===== src/rtl/mem_access_unit.sv =====
// MEM stage: drives the req/ack data bus for loads/stores, stalls the
// pipeline while an access is outstanding and registers the MEM/WB bundle.
//
// Ports:
//   clk, rst                  clock, synchronous active-high reset
//   *M                        EX/MEM pipeline register outputs
//   stallM                    combinational freeze of PC..EX/MEM
//   mem_req/we/addr/wdata     registered bus request side
//   mem_ack/rdata             bus completion and load data
//   *W                        registered MEM/WB outputs
//   align_err, bus_err        one-cycle error pulses
module mem_access_unit #(
  parameter logic [1:0] LOAD_SRC       = 2'b01,
  parameter int         TIMEOUT_CYCLES = 16
) (
  input  logic        clk,
  input  logic        rst,
  input  logic        Regfile_weM,
  input  logic        DataMem_weM,
  input  logic [4:0]  writeRegAddrM,
  input  logic [1:0]  regSrc_muxM,
  input  logic [31:0] aluOutM,
  input  logic [31:0] writeDataM,
  output logic        stallM,
  output logic        mem_req,
  output logic        mem_we,
  output logic [31:0] mem_addr,
  output logic [31:0] mem_wdata,
  input  logic        mem_ack,
  input  logic [31:0] mem_rdata,
  output logic        Regfile_weW,
  output logic [4:0]  writeRegAddrW,
  output logic [1:0]  regSrc_muxW,
  output logic [31:0] aluOutW,
  output logic [31:0] readDataW,
  output logic        align_err,
  output logic        bus_err
);

  localparam int CW = $clog2(TIMEOUT_CYCLES + 1);
  localparam logic [CW-1:0] CNT_LAST = CW'(TIMEOUT_CYCLES - 1);

  typedef enum logic [1:0] {
    IDLE,
    WAIT,
    DONE
  } state_t;

  state_t        state;
  logic [CW-1:0] waitCnt;
  logic [31:0]   capData;
  logic          toFlag;

  logic isLoad;
  logic isStore;
  logic isAccess;
  logic aligned;

  assign isLoad   = (regSrc_muxM == LOAD_SRC);
  assign isStore  = DataMem_weM;
  assign isAccess = isLoad | isStore;
  assign aligned  = (aluOutM[1:0] == 2'b00);

  // Hold EX/MEM from the detect cycle through the last WAIT cycle.
  assign stallM = (state == WAIT) |
                  ((state == IDLE) & isAccess & aligned);

  always_ff @(posedge clk) begin
    if (rst) begin
      state         <= IDLE;
      waitCnt       <= '0;
      capData       <= '0;
      toFlag        <= 1'b0;
      mem_req       <= 1'b0;
      mem_we        <= 1'b0;
      mem_addr      <= '0;
      mem_wdata     <= '0;
      Regfile_weW   <= 1'b0;
      writeRegAddrW <= '0;
      regSrc_muxW   <= '0;
      aluOutW       <= '0;
      readDataW     <= '0;
      align_err     <= 1'b0;
      bus_err       <= 1'b0;
    end else begin
      align_err <= 1'b0;
      bus_err   <= 1'b0;
      unique case (state)
        IDLE: begin
          if (isAccess && aligned) begin
            mem_req     <= 1'b1;
            mem_we      <= isStore;
            mem_addr    <= {aluOutM[31:2], 2'b00};
            mem_wdata   <= writeDataM;
            waitCnt     <= '0;
            Regfile_weW <= 1'b0;
            state       <= WAIT;
          end else begin
            // Misaligned accesses retire without a bus cycle and
            // without a register write.
            Regfile_weW   <= Regfile_weM & ~isAccess;
            writeRegAddrW <= writeRegAddrM;
            regSrc_muxW   <= regSrc_muxM;
            aluOutW       <= aluOutM;
            readDataW     <= '0;
            align_err     <= isAccess;
          end
        end
        WAIT: begin
          Regfile_weW <= 1'b0;
          if (mem_ack) begin
            mem_req <= 1'b0;
            capData <= mem_rdata;
            state   <= DONE;
          end else if (waitCnt == CNT_LAST) begin
            mem_req <= 1'b0;
            capData <= '0;
            toFlag  <= 1'b1;
            state   <= DONE;
          end else begin
            waitCnt <= waitCnt + 1'b1;
          end
        end
        DONE: begin
          Regfile_weW   <= Regfile_weM & ~toFlag;
          writeRegAddrW <= writeRegAddrM;
          regSrc_muxW   <= regSrc_muxM;
          aluOutW       <= aluOutM;
          readDataW     <= isStore ? 32'h0 : capData;
          bus_err       <= toFlag;
          toFlag        <= 1'b0;
          state         <= IDLE;
        end
        default: state <= IDLE;
      endcase
    end
  end

endmodule


===== config.mk =====
export PLATFORM = sky130hd
export DESIGN_NAME = mem_access_unit
export DESIGN_NICKNAME = d
export VERILOG_FILES = /design/src/rtl/mem_access_unit.sv
export SDC_FILE = /design/constraint.sdc
export NUM_CORES = 1
export LEC_CHECK = 0
export BUFFER_PORTS_ARGS = -buffer_cell sky130_fd_sc_hd__clkbuf_2
export CAP_MARGIN = 20
export CORE_MARGIN = 3
export CORE_UTILIZATION = 35
export DETAILED_ROUTE_END_ITERATION = 10
export PLACE_DENSITY = 0.62
export SKIP_CTS_REPAIR_TIMING = 1
export SLEW_MARGIN = 20
export SYNTH_ARGS = -nofsm -noshare
export SYNTH_HDL_FRONTEND = slang
export SYNTH_SLANG_ARGS = --single-unit

===== constraint.sdc =====
create_clock -name clk -period 2.5 [get_ports clk]
set_input_delay 0.25 -clock clk [delete_from_list [all_inputs] [get_ports clk]]
set_output_delay 0.25 -clock clk [all_outputs]
set_load 0.01 [all_outputs]

==> reports/qor.txt, run 1 <==
Cell Rows -> 50
Worst Hold Class -> input pin to flop
CTS tree -> built
Relative slew slack -> 37.87%
CTS Buffer Depth -> 2
Static Leak -> 0.003847 uW
Synth async-reset ratio -> 0%
Core Util, Final -> 46.68%
Initial antenna violation count -> 0
Final Hold Vio Count -> 0
Fmax -> 445.5 MHz
Full die area -> 0.02089 sq mm
1st-iter DRT viols -> 315
Worst setup SP type -> flop
Worst-margin pin slew -> 0.9320 ns
CP max-delay cell -> ha_1
Gr ovfl total -> 0
Core outline area -> 0.01877 sq mm
Post-route DRC -> 0
Die width -> 144.5 um
CTS Sinks -> 178
GRT Util Overall -> 17.19%
HPWL Detailed -> 12.29 mm
Pwr Total -> 8987 uW
Setup Skew -> 0.01106 ns
Tcrit/Tclk final -> 89.78%
CP top delay family -> buffers and inverters
Crit-path cells -> inv_1 > ha_1 > o211ai_1 > buf_12 > nand2_1 > clkbuf_2
Worst Hold Depth -> 3
Data arrival, critical path -> 1.99 ns
Min-delay src -> writeDataM[12]
Primary FF master, synth -> dfxtp_1
Average size of a mapped cell -> 8.547 sq um
Distinct cells, synth -> 45
Area Overhead vs Synth -> 30.42%
Vias per inst -> 4.883
I/O pin cnt -> 249
Status -> finished clean
Root buf cell -> clkbuf_16
Worst path bufs/invs -> 3
Final nets -> 1118
Cell Area, Synth -> 0.006718 sq mm
Data required, critical path -> 2.25 ns
Num CTS Buffers -> 17
First-pass GRT wire length -> 28.86 mm
Starting Density -> 35.79%
Antenna Cells -> 0
Critical path class -> flop to output port
Max-cap viol count -> 0
Vias in the first global route -> 5518
CP Max Fanout -> 50
PwrDens -> 1026 mW/mm^2
Flop2flop setup slack -> 0.48 ns
Cell count after synthesis -> 786
Worst Hold Path EP -> mem_wdata[12]$_SDFFE_PP0P_
Worst skew pair latency -> 0.42 ns
Warnings, synthesis -> 0
Largest net degree at the start of global routing -> 83
Die span in y -> 144.5 um
Via Count -> 6099
Max incr delay on CP -> 0.42 ns
Final GP Congestion -> 0.7275
EDFF count, synth -> 0
RR Endpoint -> waitCnt[2]$_SDFFE_PP0P_
Worst Setup SP -> state[1]$_SDFFE_PP0P_
DRT Pass-1 Iters -> 5
TNS Setup -> 0 ns
Buffers on Ports -> 246
Final wirelength -> 18.77 mm
Post-layout minimum cycle time -> 2.245 ns
Final Setup Violations -> 0
#FFs+latches synth -> 178
RSZ-0062 raised after global routing -> false
Pins Over Slew Limit -> 0
Peak VDD IR -> 539.3 uV
# H-tree levels -> 4
Worst R2R Path Depth -> 7
Worst hold slack -> 0.04358 ns
CP Capture Type -> output port
Share of cells above drive strength 1 -> 29.85%
Worst reg2reg startpoint -> waitCnt[0]$_SDFFE_PP0P_
DR WL/cell -> 15.03 um
Clk slew on worst S/H paths -> 0.07 ns
Sequential area share after synthesis -> 53.05%
Final ANT Viol Nets -> 0
-- stage by stage --
stage                     cells  cell area [sq um]  setup WS (ns)
after CTS                  1249               8761         0.2147
after floorplan             787               6721         0.6624
after detailed placement   1217               8133         0.5061
after global placement     1217               8133         0.5337
final                      1249               8761         0.2554
after global routing       1249               8761        0.07399
-- registers in the layout (all words and copies together) (netlist names) --
signal and flops:
mem_addr 30, capData 32, toFlag 1, waitCnt 5, readDataW 32, mem_req 1, state 2, bus_err 1
align_err 1, mem_we 1, regSrc_muxW 2, Regfile_weW 1, writeRegAddrW 5, mem_wdata 32, aluOutW 32
-- metal layers --
metal  vias up  global-route usage (%)  part of all wire (%)
met5         -                       0                     0
met4         0                   3.878                  0.91
met3        11                   5.919                   7.1
met2       167                   27.48                    47
met1      2832                   22.56                    45
li1       3089                       -                     -
-- worst max path at each step --
| stage | end | slack, ns | depth (start not counted) |
|---|---|---|---|
| finish | stallM | 0.26 | 6 |
| global route | stallM | 0.07 | 6 |
| CTS | stallM | 0.21 | 6 |
| detailed placement | waitCnt[2]$_SDFFE_PP0P_ | 0.51 | 7 |
| global placement | waitCnt[2]$_SDFFE_PP0P_ | 0.53 | 7 |
| floorplan | waitCnt[2]$_SDFFE_PP0P_ | 0.66 | 7 |
-- worst reg2reg max path: stages (launching register included) --
cell      delay, ns
dfxtp_1        0.34
ha_1           0.22
and3_1         0.20
ha_1           0.25
or4b_1         0.48
a211oi_1       0.22
o21ai_0        0.10
a21oi_1        0.14
-- cell families (layout without fill, tap and decap cells) --
logic type | Yosys count | count (layout) | synth area share, %
other | 1 | 2 | 0.05582
buffers and inverters | 71 | 299 | 4.973
multiplexers | 35 | 35 | 5.215
flip-flops | 178 | 178 | 53.05
AO/OA/AOI/OAI | 197 | 197 | 16.52
AND/OR/NAND/NOR | 296 | 296 | 18.70
adder cells (fa/ha/maj) | 8 | 8 | 1.490
-- layout by cell type, fill, tap and decap left out, types with 2 or more instances in the layout --
cell	count
nor2b_1	3
nand3b_1	2
nor3b_1	2
buf_4	12
o21ai_0	41
conb_1	2
mux2i_1	35
clkbuf_16	17
o21ai_1	4
clkinv_4	3
nand2b_1	2
ha_1	8
a211oi_1	2
dfxtp_1	178
buf_12	5
inv_6	2
bufinv_16	2
inv_8	4
nor2_1	41
nand3_1	38
inv_1	4
a21oi_1	107
clkinv_8	2
clkbuf_2	245
nand2_1	195
and3_1	2
a22oi_1	32
-- cells in the mapped netlist, types with 2 or more instances --
library cell	count	area share [%]
o21ai_0	41	3.1
nand3b_1	2	0.22
nand2b_1	2	0.19
buf_6	3	0.50
buf_2	23	1.7
o21ai_1	5	0.37
a21oi_1	107	8.0
clkbuf_1	34	1.9
nor2b_1	3	0.28
a22oi_1	32	3.6
a211oi_1	2	0.22
ha_1	8	1.5
inv_1	4	0.22
and3_1	2	0.19
o211a_1	2	0.30
dfxtp_1	178	53
mux2i_1	35	5.2
nand2_1	195	11
nand3_1	38	2.8
nor2_1	41	2.3
buf_4	4	0.45
nor3b_1	2	0.22
-- final cells by class --
| cell class | count | area (sq um) |
|---|---|---|
| fill | 1872 | 10010 |
| tap | 234 | 292.8 |
| timing repair buffer | 262 | 1416 |
| sequential | 178 | 3563 |
| clock buffer | 18 | 439.2 |
| inverter | 5 | 18.77 |
| clock inverter | 14 | 188.9 |
| multi-input combinational | 538 | 2841 |
-- where the power goes --
group | internal, uW | switching [uW] | leakage [uW] | total, uW
Sequential | 3210 | 189 | 0.00145 | 3400
Combinational | 1090 | 1690 | 0.00209 | 2780
Clock | 1560 | 1240 | 0.000304 | 2800
Note: power is estimated with default switching activity, not from simulation.
==> run 2, diff against run 1 <==
Settings changed: PLACE_DENSITY 0.62 to 0.71.
==> run 2 against run 1 <==
Against the previous run:
- hold slack better by 0.0083 ns
- worst setup slack worse by 0.037 ns
- sequential share of layout area is 0.25 points higher
- global-route usage is 0.44 points lower
- routed wire length is 3.1% lower
- non-clock buffer count is 5 lower
- clock-buffer cell count stayed put
- sequential cell count stayed put
- combinational power is 3% lower
- first-iteration DRC count is 14% lower
- critical path type unchanged
==> reports/qor.txt, run 2 (synthesis gave the netlist of run 1 again) <==
Status -> finished clean
Comb pwr share -> 30.4% (-0.6 points)
Final Hold Vio Count -> 0 (unchanged)
Root buf cell -> clkbuf_16
Pins Over Slew Limit -> 0 (unchanged)
Fmax -> 438.3 MHz (-1.6%)
Post-route DRC -> 0 (unchanged)
Worst R2R Path Depth -> 6 (-1)
Tcrit/Tclk final -> 91.27% (+1.5 points)
Switch Pwr -> 3003 uW (-3.9%)
CP Capture Type -> output port
DR WL/cell -> 14.63 um (-2.7%)
Cell area after layout -> 0.008708 sq mm (-0.60%)
CTS Buffer Depth -> 2 (unchanged)
CTS Sinks -> 178 (unchanged)
# H-tree levels -> 4 (unchanged)
Worst skew pair latency -> 0.41 ns (about the same)
Final nets -> 1113 (-0.45%)
Sw Share -> 33.83% (-0.92 points)
Share of cells above drive strength 1 -> 29.50% (-0.35 points)
Internal power -> 5873 uW (+0.16%)
CTS tree -> built
Core outline area -> 0.01877 sq mm (unchanged)
Gr ovfl total -> 0 (unchanged)
Via Count -> 6142 (+0.71%)
Peak VDD IR -> 435.6 uV (-19%)
Placement-stage cell area -> 0.008095 sq mm (-0.46%)
Most common cell after layout, fill and taps aside -> clkbuf_2
Critical path class -> flop to output port
Starting Density -> 35.79% (unchanged)
Die span in y -> 144.5 um (unchanged)
Min-delay src -> writeDataM[20]
1st-iter DRT viols -> 272 (-14%)
Crit path capture -> stallM
Num CTS Buffers -> 17 (unchanged)
I/O pin cnt -> 249 (unchanged)
RR Endpoint -> aluOutW[24]$_SDFFE_PP0P_
Clk slew on worst S/H paths -> 0.07 ns (about the same)
Final ANT Viol Nets -> 0 (unchanged)
Setup Skew -> 0.009998 ns (-0.001058 ns)
Final GP Congestion -> 0.7890 (+8.5%)
HPWL Detailed -> 12.08 mm (-1.7%)
Relative slew slack -> 42.74% (+4.9 points)
Final wirelength -> 18.19 mm (-3.1%)
Data arrival, critical path -> 2.03 ns (+0.04 ns)
Pwr Total -> 8876 uW (-1.2%)
DP Cell Count -> 1212 (-0.41%)
Area Overhead vs Synth -> 29.63%
CP Max Fanout -> 16 (-68%)
Cell Rows -> 50 (unchanged)
Worst-margin pin slew -> 0.8589 ns (-0.07316 ns)
Vias per inst -> 4.937 (+1.1%)
Full die area -> 0.02089 sq mm (unchanged)
Non-Filler Instances -> 1244 (-0.40%)
PwrDens -> 1019 mW/mm^2 (-0.64%)
Core Util, Final -> 46.40% (-0.28 points)
TNS Setup -> 0 ns (unchanged)
Sequential power share -> 38.3% (+0.4 points)
Fillers -> 1833 (-2.1%)
Flop2flop setup slack -> 0.37 ns (-0.11 ns)
Worst reg2reg startpoint -> state[0]$_SDFFE_PP0P_
Worst setup SP type -> flop
Worst Hold Class -> input pin to flop
GRT Util Overall -> 16.75% (-0.44 points)
Clock network fraction of total power -> 31.2% (about the same)
Post-layout minimum cycle time -> 2.282 ns (+0.03716 ns)
DRT Pass-1 Iters -> 5 (unchanged)
Initial antenna violation count -> 1 (+1)
Max-cap viol count -> 0 (unchanged)
RSZ-0062 raised after global routing -> false
Vias in the first global route -> 5593 (+1.4%)
Worst Setup SP -> state[0]$_SDFFE_PP0P_
Antenna Cells -> 0 (unchanged)
Most frequent cells in the layout -> clkbuf_2 (245), nand2_1 (195), dfxtp_1 (178)
Largest net degree at the start of global routing -> 86 (+3.6%)
Die width -> 144.5 um (unchanged)
First-pass GRT wire length -> 28.09 mm (-2.7%)
Static Leak -> 0.003817 uW (-0.79%)
Buffers on Ports -> 246 (unchanged)
Data required, critical path -> 2.25 ns (about the same)
Worst Hold Depth -> 3 (unchanged)
Final Setup Violations -> 0 (unchanged)
## run 2: changes by cell type in the layout (fill, tap and decap cells not counted)
cell | before | now
clkinv_8 | 2 | 0
inv_8 | 4 | 0
clkinv_4 | 3 | 2
clkinv_2 | 0 | 3
inv_6 | 2 | 5
buf_4 | 12 | 7
bufinv_16 | 2 | 3
## run 2: layer usage
| metal | part of all wire, % | global-route usage [%] |
|---|---|---|
| met5 | 0.071 | 0 |
| met2 | 47 | 27.70 |
| met1 | 42 | 20.11 |
| met4 | 1.8 | 5.547 |
| met3 | 8.8 | 6.316 |
## run 2: worst max-delay path, stage by stage (launching register included)
cell      delay [ns]
dfxtp_1         0.35
inv_1           0.12
ha_1            0.42
o211ai_1        0.25
buf_4           0.26
nand2_1         0.08
clkbuf_2        0.14
## run 2: final cells by class
cell class	instances	area [sq um]	share of cell area [%]
Clock inverter	14	173.9	1.997
Tap cell	234	292.8	3.362
Timing Repair Buffer	257	1379	15.83
Multi-Input combinational cell	538	2841	32.63
Sequential cell	178	3563	40.92
Inverter	5	18.77	0.2155
Clock buffer	18	439.2	5.043
## run 2: how the worst min path moves through the flow
| stage | endpoint | slack [ns] |
|---|---|---|
| floorplan | mem_addr[10]$_SDFFE_PP0P_ | 0.39 |
| detailed placement | mem_wdata[21]$_SDFFE_PP0P_ | 0.45 |
| global placement | mem_addr[12]$_SDFFE_PP0P_ | 0.44 |
| global route | mem_wdata[5]$_SDFFE_PP0P_ | 0.03 |
| CTS | mem_wdata[5]$_SDFFE_PP0P_ | 0.03 |
| finish | mem_wdata[20]$_SDFFE_PP0P_ | 0.05 |
## run 2: power by group through the flow
stage | Sequential, uW | Clock, uW | Combinational [uW]
after global routing | 3450 | 2970 | 3020
after floorplan | 3580 | 0 | 1760
after CTS | 3400 | 2850 | 2760
after detailed placement | 3470 | 0 | 2760
final | 3400 | 2770 | 2700
after global placement | 3450 | 0 | 2720
## run 2: metrics by stage
| step | setup slack [ns] | hold WS (ns) |
|---|---|---|
| 2_1_floorplan | 0.6624 | 0.3860 |
| 3_3_place_gp | 0.5084 | 0.4402 |
| 3_5_place_dp | 0.3810 | 0.4460 |
| 4_1_cts | 0.1709 | 0.03060 |
| 5_1_grt | 0.08417 | 0.02879 |
| 6_report | 0.2183 | 0.05192 |
